==> src/rtl/sram_bist_pkg.sv <==
// sram_bist_pkg
// Shared definitions for the March C- SRAM BIST:
//   - FSM state encoding
//   - march op encoding and the per-element descriptor
//   - the six-element March C- table (direction, op count, ops, polarities)
//   - the checkerboard background pattern (sliced to the data width by users)
package sram_bist_pkg;

  typedef enum logic [1:0] {
    ST_IDLE  = 2'd0,
    ST_RUN   = 2'd1,
    ST_DRAIN = 2'd2,
    ST_DONE  = 2'd3
  } bist_state_e;

  typedef enum logic {
    OP_RD = 1'b0,
    OP_WR = 1'b1
  } march_op_e;

  // pol = 0 means background B, pol = 1 means ~B
  typedef struct packed {
    logic      down;
    logic      two_ops;
    march_op_e op0;
    logic      pol0;
    march_op_e op1;
    logic      pol1;
  } march_elem_t;

  localparam int unsigned NUM_ELEMS = 6;
  localparam logic [2:0]  LAST_ELEM = 3'd5;

  // M0 up(w0); M1 up(r0,w1); M2 up(r1,w0); M3 down(r0,w1); M4 down(r1,w0); M5 up(r0)
  localparam march_elem_t MARCH_TBL [NUM_ELEMS] = '{
    '{down: 1'b0, two_ops: 1'b0, op0: OP_WR, pol0: 1'b0, op1: OP_RD, pol1: 1'b0},
    '{down: 1'b0, two_ops: 1'b1, op0: OP_RD, pol0: 1'b0, op1: OP_WR, pol1: 1'b1},
    '{down: 1'b0, two_ops: 1'b1, op0: OP_RD, pol0: 1'b1, op1: OP_WR, pol1: 1'b0},
    '{down: 1'b1, two_ops: 1'b1, op0: OP_RD, pol0: 1'b0, op1: OP_WR, pol1: 1'b1},
    '{down: 1'b1, two_ops: 1'b1, op0: OP_RD, pol0: 1'b1, op1: OP_WR, pol1: 1'b0},
    '{down: 1'b0, two_ops: 1'b0, op0: OP_RD, pol0: 1'b0, op1: OP_RD, pol1: 1'b0}
  };

  // 0x55.. checkerboard; wide enough for any practical word, sliced by the user
  localparam logic [1023:0] CHECKER_PAT = {256{4'h5}};

endpackage

==> src/rtl/sram_bist_cmp.sv <==
// sram_bist_cmp
// Read-data checker for the March BIST. A read issued this cycle has its
// expected word and address registered; the next cycle the SRAM data is
// compared and miscompares are logged.
// Ports:
//   clk, rst_n      clock, synchronous active-low reset
//   clr             clears the results (test start accepted)
//   flush           drops any read in flight and its pending compare (abort)
//   rd_vld          a read is being issued to the SRAM this cycle
//   rd_addr, rd_exp address and expected word of that read
//   dout            SRAM read data, valid the cycle after the read
//   fail            sticky miscompare flag
//   fail_count      saturating miscompare count
//   fail_addr       address of the first miscompare
module sram_bist_cmp
  import sram_bist_pkg::*;
#(
  parameter int ADDR_WIDTH = 4,
  parameter int DATA_WIDTH = 32,
  parameter int CNT_WIDTH  = 8
) (
  input  logic                  clk,
  input  logic                  rst_n,
  input  logic                  clr,
  input  logic                  flush,
  input  logic                  rd_vld,
  input  logic [ADDR_WIDTH-1:0] rd_addr,
  input  logic [DATA_WIDTH-1:0] rd_exp,
  input  logic [DATA_WIDTH-1:0] dout,
  output logic                  fail,
  output logic [CNT_WIDTH-1:0]  fail_count,
  output logic [ADDR_WIDTH-1:0] fail_addr
);

  logic                  cmp_vld_q, cmp_vld_d;
  logic [DATA_WIDTH-1:0] exp_q, exp_d;
  logic [ADDR_WIDTH-1:0] cmp_addr_q, cmp_addr_d;
  logic                  fail_q, fail_d;
  logic [CNT_WIDTH-1:0]  fail_count_q, fail_count_d;
  logic [ADDR_WIDTH-1:0] fail_addr_q, fail_addr_d;
  logic                  miscmp;

  function automatic logic [CNT_WIDTH-1:0] sat_inc(input logic [CNT_WIDTH-1:0] v);
    return (v == '1) ? v : v + CNT_WIDTH'(1);
  endfunction

  always_comb begin
    // stage: read issued -> capture expected word and address
    cmp_vld_d  = rd_vld && !flush;
    exp_d      = rd_exp;
    cmp_addr_d = rd_addr;

    // stage: read data returned -> compare and log
    miscmp       = cmp_vld_q && (dout != exp_q) && !flush;
    fail_d       = fail_q;
    fail_count_d = fail_count_q;
    fail_addr_d  = fail_addr_q;
    if (clr) begin
      fail_d       = 1'b0;
      fail_count_d = '0;
      fail_addr_d  = '0;
    end else if (miscmp) begin
      fail_d       = 1'b1;
      fail_count_d = sat_inc(fail_count_q);
      if (!fail_q) fail_addr_d = cmp_addr_q;
    end
  end

  always_ff @(posedge clk) begin
    exp_q      <= exp_d;
    cmp_addr_q <= cmp_addr_d;
    if (!rst_n) begin
      cmp_vld_q    <= 1'b0;
      fail_q       <= 1'b0;
      fail_count_q <= '0;
      fail_addr_q  <= '0;
    end else begin
      cmp_vld_q    <= cmp_vld_d;
      fail_q       <= fail_d;
      fail_count_q <= fail_count_d;
      fail_addr_q  <= fail_addr_d;
    end
  end

  assign fail       = fail_q;
  assign fail_count = fail_count_q;
  assign fail_addr  = fail_addr_q;

endmodule

==> src/rtl/sram_march_bist.sv <==
// sram_march_bist
// March C- built-in self test for a single-port SRAM with 1-cycle read latency.
// Sequence: M0 up(w0); M1 up(r0,w1); M2 up(r1,w0); M3 down(r0,w1);
//           M4 down(r1,w0); M5 up(r0), one SRAM op per RUN cycle.
// Ports:
//   clk, rst_n            clock, synchronous active-low reset
//   start, abort, bg_sel  test request, test abort, background select (0: 0/1, 1: 55/AA)
//   busy, done            RUN/DRAIN indicator, one-cycle completion pulse
//   fail, fail_count,     sticky fail, saturating miscompare count,
//   fail_addr             first failing address
//   csb, web, wmask,      SRAM control (active-low), byte mask,
//   addr, din, dout       address, write data, read data
module sram_march_bist
  import sram_bist_pkg::*;
#(
  parameter int ADDR_WIDTH  = 4,
  parameter int DATA_WIDTH  = 32,
  parameter int WMASK_WIDTH = 4,
  parameter int CNT_WIDTH   = 8
) (
  input  logic                   clk,
  input  logic                   rst_n,
  input  logic                   start,
  input  logic                   abort,
  input  logic                   bg_sel,
  output logic                   busy,
  output logic                   done,
  output logic                   fail,
  output logic [CNT_WIDTH-1:0]   fail_count,
  output logic [ADDR_WIDTH-1:0]  fail_addr,
  output logic                   csb,
  output logic                   web,
  output logic [WMASK_WIDTH-1:0] wmask,
  output logic [ADDR_WIDTH-1:0]  addr,
  output logic [DATA_WIDTH-1:0]  din,
  input  logic [DATA_WIDTH-1:0]  dout
);

  localparam logic [ADDR_WIDTH-1:0] ADDR_MAX = '1;

  bist_state_e           state_q, state_d;
  logic [2:0]            elem_q, elem_d;
  logic                  opi_q, opi_d;
  logic                  bg_q, bg_d;
  logic                  busy_q, busy_d;
  logic                  done_q, done_d;
  logic                  csb_q, csb_d;
  logic                  web_q, web_d;
  logic [ADDR_WIDTH-1:0] addr_q, addr_d;
  logic [DATA_WIDTH-1:0] din_q, din_d;
  logic [DATA_WIDTH-1:0] rd_exp_q, rd_exp_d;

  logic                  last_addr, last_op, seq_end;
  logic [2:0]            nx_elem;
  logic                  nx_opi;
  logic [ADDR_WIDTH-1:0] nx_addr;
  logic                  issue;
  logic [2:0]            op_elem;
  logic                  op_opi;
  logic [ADDR_WIDTH-1:0] op_addr;
  logic                  op_wr, op_pol;
  logic [DATA_WIDTH-1:0] bg_word, op_word;

  // Position of the op following the one currently on the SRAM pins.
  always_comb begin
    last_addr = MARCH_TBL[elem_q].down ? (addr_q == '0) : (addr_q == ADDR_MAX);
    last_op   = !MARCH_TBL[elem_q].two_ops || opi_q;
    seq_end   = (elem_q == LAST_ELEM) && last_addr && last_op;
    nx_elem   = elem_q;
    nx_opi    = 1'b0;
    nx_addr   = addr_q;
    if (!last_op) begin
      nx_opi = 1'b1;
    end else if (last_addr) begin
      if (elem_q != LAST_ELEM) begin
        nx_elem = elem_q + 3'd1;
        nx_addr = MARCH_TBL[nx_elem].down ? ADDR_MAX : '0;
      end
    end else if (MARCH_TBL[elem_q].down) begin
      nx_addr = addr_q - ADDR_WIDTH'(1);
    end else begin
      nx_addr = addr_q + ADDR_WIDTH'(1);
    end
  end

  // FSM next state plus the SRAM command registered for the next cycle.
  always_comb begin
    state_d = state_q;
    bg_d    = bg_q;
    issue   = 1'b0;
    op_elem = elem_q;
    op_opi  = opi_q;
    op_addr = '0;
    case (state_q)
      ST_IDLE: begin
        if (start) begin
          state_d = ST_RUN;
          bg_d    = bg_sel;
          issue   = 1'b1;
          op_elem = '0;
          op_opi  = 1'b0;
        end
      end
      ST_RUN: begin
        if (abort) begin
          state_d = ST_IDLE;
        end else if (seq_end) begin
          state_d = ST_DRAIN;
        end else begin
          issue   = 1'b1;
          op_elem = nx_elem;
          op_opi  = nx_opi;
          op_addr = nx_addr;
        end
      end
      ST_DRAIN: state_d = abort ? ST_IDLE : ST_DONE;
      default:  state_d = ST_IDLE;
    endcase

    op_wr   = (op_opi ? MARCH_TBL[op_elem].op1 : MARCH_TBL[op_elem].op0) == OP_WR;
    op_pol  = op_opi ? MARCH_TBL[op_elem].pol1 : MARCH_TBL[op_elem].pol0;
    // bg_d so the very first op already uses the background latched with start
    bg_word = bg_d ? CHECKER_PAT[DATA_WIDTH-1:0] : '0;
    op_word = op_pol ? ~bg_word : bg_word;

    elem_d   = op_elem;
    opi_d    = op_opi;
    csb_d    = !issue;
    web_d    = !(issue && op_wr);
    addr_d   = issue ? op_addr : '0;
    din_d    = (issue && op_wr) ? op_word : '0;
    rd_exp_d = op_word;
    busy_d   = (state_d == ST_RUN) || (state_d == ST_DRAIN);
    done_d   = (state_d == ST_DONE);
  end

  always_ff @(posedge clk) begin
    rd_exp_q <= rd_exp_d;
    if (!rst_n) begin
      state_q <= ST_IDLE;
      elem_q  <= '0;
      opi_q   <= 1'b0;
      bg_q    <= 1'b0;
      busy_q  <= 1'b0;
      done_q  <= 1'b0;
      csb_q   <= 1'b1;
      web_q   <= 1'b1;
      addr_q  <= '0;
      din_q   <= '0;
    end else begin
      state_q <= state_d;
      elem_q  <= elem_d;
      opi_q   <= opi_d;
      bg_q    <= bg_d;
      busy_q  <= busy_d;
      done_q  <= done_d;
      csb_q   <= csb_d;
      web_q   <= web_d;
      addr_q  <= addr_d;
      din_q   <= din_d;
    end
  end

  // abort is only honoured while a test is in flight
  sram_bist_cmp #(
    .ADDR_WIDTH (ADDR_WIDTH),
    .DATA_WIDTH (DATA_WIDTH),
    .CNT_WIDTH  (CNT_WIDTH)
  ) u_cmp (
    .clk        (clk),
    .rst_n      (rst_n),
    .clr        ((state_q == ST_IDLE) && start),
    .flush      (abort && ((state_q == ST_RUN) || (state_q == ST_DRAIN))),
    .rd_vld     (!csb_q && web_q),
    .rd_addr    (addr_q),
    .rd_exp     (rd_exp_q),
    .dout       (dout),
    .fail       (fail),
    .fail_count (fail_count),
    .fail_addr  (fail_addr)
  );

  assign busy  = busy_q;
  assign done  = done_q;
  assign csb   = csb_q;
  assign web   = web_q;
  assign wmask = '1;
  assign addr  = addr_q;
  assign din   = din_q;

endmodule
==> config.mk <==
export PLATFORM = sky130hd
export DESIGN_NAME = sram_march_bist
export DESIGN_NICKNAME = d
export VERILOG_FILES = /design/src/rtl/sram_bist_pkg.sv /design/src/rtl/sram_bist_cmp.sv /design/src/rtl/sram_march_bist.sv
export SDC_FILE = /design/constraint.sdc
export NUM_CORES = 1
export LEC_CHECK = 0
export ABC_AREA = 1
export BUFFER_PORTS_ARGS = -buffer_cell sky130_fd_sc_hd__clkbuf_2
export CAP_MARGIN = 20
export CORE_ASPECT_RATIO = 1.2
export CORE_MARGIN = 2
export CORE_UTILIZATION = 35
export DETAILED_ROUTE_END_ITERATION = 6
export SYNTH_ARGS = -nofsm -noshare
export SYNTH_HDL_FRONTEND = slang
export SYNTH_SLANG_ARGS = --single-unit
export TNS_END_PERCENT = 50
==> constraint.sdc <==
create_clock -name clk -period 1.8 [get_ports clk]
set_input_delay 0.27 -clock clk [delete_from_list [all_inputs] [get_ports clk]]
set_output_delay 0.27 -clock clk [all_outputs]
set_load 0.05 [all_outputs]
==> results.py <==
metrics = {
    "floorplan": {
        "core_region_area_sq_um": 6770,
        "die-area_sq_um": 7590,
        "dieHeight_microns": 95.0,
        "die_w_microns": 79.8,
        "floorplan.rows": 33,
        "initial_utilization_pct": 35.7,
        "pin_count": 94,
    },
    "pwr": {
        "internal_power_mw": 1.26,
        "swShare_pct": 32.4,
        "clkPwrFrac_pct": 31.9,
        "power_density_nw_per_um2": 554,
        "p_comb_share_pct": 19.6,
        "finalPower_mw": 1.87,
        "worst_ir_drop_vdd_v": 0.000304,
        "leakage_nw": 1.64,
        "switchingPower_uw": 605,
        "seq_power_share_pct": 48.5,
    },
    "clocking": {
        "cts_tree": "done",
        "ctsHoldBuffers": 0,
        "clkSinkCount": 39,
        "root_buffer": "clkbuf_8",
        "clock_latency_ns": 0.29,
        "numCtsBuffers": 5,
        "cts_htree_levels": 2,
        "clock_path_buffers": 2,
        "clkTransAtPathRegs_ns": 0.08,
    },
    "synthesis": {
        "syn_area_sq_um": 2420,
        "synth_edf_count": 0,
        "yosysWarnings": 0,
        "synth_top_area_share_pct": 32.3,
        "ys_ff_latch": 39,
        "async_flop_share_pct": 0,
        "seq_area_frac_synth_pct": 32.3,
        "yosys.area.top_type": "dfxtp_1",
        "netlist_instances": 329,
        "syn_area_per_cell_sq_um": 7.34,
        "synth.area.top_cells": "dfxtp_1 32%, buf_4 11%, nand2_1 7.8%",
        "synth_ff_type": "dfxtp_1",
        "synthDistinctLibCells": 30,
    },
    "final_layout": {
        "fillers": 659,
        "seq_area_sq_um": 798,
        "mostFrequentLayoutCell": "clkbuf_2",
        "drive_gt1_share_pct": 48.2,
        "final_cell_mix": "89 x clkbuf_2, 44 x nand2_1, 37 x buf_4",
        "synthToLayoutAreaGrowth_pct": 39.6,
        "antennaDiodeCount": 0,
        "multiInputGateArea_sq_um": 1420,
        "fin_nets": 485,
    },
    "timing": {
        "fin_tns_setup_ns": -0.647,
        "timing.final.ws_setup_ns": -0.147,
        "min_period_ns": 1.95,
        "fmax_mhz": 514,
        "setup_viol": 8,
        "hold_viol": 0,
        "drv_slew": 0,
        "rsz0062_at_grt": "true",
        "finalCritPeriodShare_pct": 108,
        "clock_skew_ns": 0.0109,
    },
    "hold_path": {
        "holdCritPathClass": "in -> reg",
    },
    "global_route": {
        "grt.met1_usage_pct": 16.2,
        "use_met3_pct": 2.65,
        "track_usage_pct": 15.2,
        "use_met2_pct": 29.6,
        "antenna_found_initial": 0,
        "grt-ovfl-total": 0,
        "grt_pass1_wl_mm": 9.33,
        "grt_pass1_vias": 2213,
        "grt_start_max_net_pins": 17,
        "busiest_layer": "met2",
    },
    "critical_path": {
        "cp.required_ns": 1.98,
        "slowest_stage": "dfxtp_4",
        "crit_path_cell_trace": "ha_4 -> nor2_4 -> nor2_4 -> nand2_2 -> nand2_4 -> nand2_4 -> buf_6 -> nand3_4 -> a21oi_4 -> o21ai_2 -> nand2_1 -> nand3_2 -> nand2_2 -> nor2_1",
        "slowest_delay_ns": 0.38,
        "path_class": "reg -> reg",
        "regToRegSetupSlack_ns": -0.15,
        "end_kind": "flop",
        "arrival_ns": 2.13,
        "cp_max_fo": 5,
        "start_kind": "flop",
    },
    "detailed_routing": {
        "ant_nets": 0,
        "wirelength_mm": 6.09,
        "drtIter0Drc": 68,
        "firstDrtPassIters": 4,
        "post_drt_wl_per_cell_microns": 11.7,
        "num_vias": 2415,
        "avgViaCountPerCell": 4.62,
        "drc": 0,
    },
    "job": {
        "drv_cap": 0,
    },
    "place": {
        "place_congestion": 0.858,
        "post-dp-hpwl_mm": 4.38,
        "port_buffers": 89,
    },
    "status": {
        "violations": "setup timing",
        "status": "finished with violations",
    },
}
==> what timing repair did <==
item | 4_1_cts | 5_1_grt
gates resized for setup | 27 | 30
pin swaps | 11 | 32
setup buffers | 7 | 8
setup endpoints to repair | 13 | 19
==> worst max-delay path: cells and delay by family, from the launching register on <==
family	cells	cell delay, ns
compound gates	2	0.37
flops	1	0.38
fa+ha+maj	1	0.18
buf+inv	1	0.11
simple gates	10	0.81
==> path summary, 6_finish.rpt <==
check                    start         endpoint  depth (start not counted)
setup / recovery     elem_q[1]          din[30]                         14
hold / removal           rst_n             busy                          3
setup reg to reg     elem_q[1]          din[30]                         14
hold reg to reg   rd_exp_q[29]  u_cmp.exp_q[29]                          0
==> Yosys cell counts (7+ instances only) <==
cell type / count
a21oi_1: 15
buf_4: 34
dfxtp_1: 39
ha_1: 12
inv_1: 40
nand2_1: 50
nand2_2: 7
nand3_1: 17
nand4_1: 13
nor2_1: 30
nor3_1: 11
o21ai_0: 8
xor2_1: 8
==> sequential cells by signal, indices dropped and copies added, names as in the netlist <==
signal and cells:
rd_exp_q 2, done 1, elem_q 3, opi_q 1, u_cmp.cmp_addr_q 4, u_cmp.exp_q 2, state_q 2, bg_q 1
din 2, u_cmp.fail 1, web 1, u_cmp.fail_addr 4, csb 1, busy 1, u_cmp.fail_count 8, u_cmp.cmp_vld_q 1
addr 4
==> metal layers <==
metal	wire (microns)	share of wire, %
met2	3250	53
met1	2440	40
met5	0	0
met4	89	1.5
met3	323	5.3
==> per-stage QoR <==
stage,setup slack (ns),std cells,instance area [sq um],hold WS (ns),utilization (%)
floorplan,-0.0298,332,2450,0.310,-
global placement,-0.165,500,2940,0.313,43.4
detailed placement,-0.207,500,2940,0.313,43.4
CTS,-0.134,515,3180,0.250,47.0
global route,-0.283,523,3370,0.258,49.8
finish,-0.147,523,3370,0.256,49.8
==> cell families (layout without fill, tap and decap cells) <==
kind of cell / after synthesis / in the layout / share of synthesized area (%)
simple gates: 147 / 147 / 29.9
buf+inv: 81 / 185 / 18.2
compound gates: 40 / 40 / 9.48
flops: 39 / 39 / 32.3
fa+ha+maj: 13 / 13 / 7.04
xor+xnor: 8 / 8 / 2.90
other cells: 1 / 4 / 0.155
==> area by class of cell <==
cell class,count,share of cell area (%)
Clock buffer,5,2.04
Clock inverter,3,0.557
Inverter,46,5.27
Multi-Input combinational cell,212,42.1
Sequential cell,39,23.7
Tap cell,87,3.23
Timing Repair Buffer,131,23.1
==> power groups by stage <==
| stage | combinational [mW] | clock, mW | sequential (mW) |
|---|---|---|---|
| floorplan | 0.221 | 0 | 0.969 |
| global placement | 0.350 | 0 | 0.926 |
| detailed placement | 0.352 | 0 | 0.926 |
| CTS | 0.355 | 0.614 | 0.905 |
| global route | 0.394 | 0.651 | 0.909 |
| finish | 0.366 | 0.596 | 0.905 |
No activity file was read; power rests on OpenSTA's default activity.
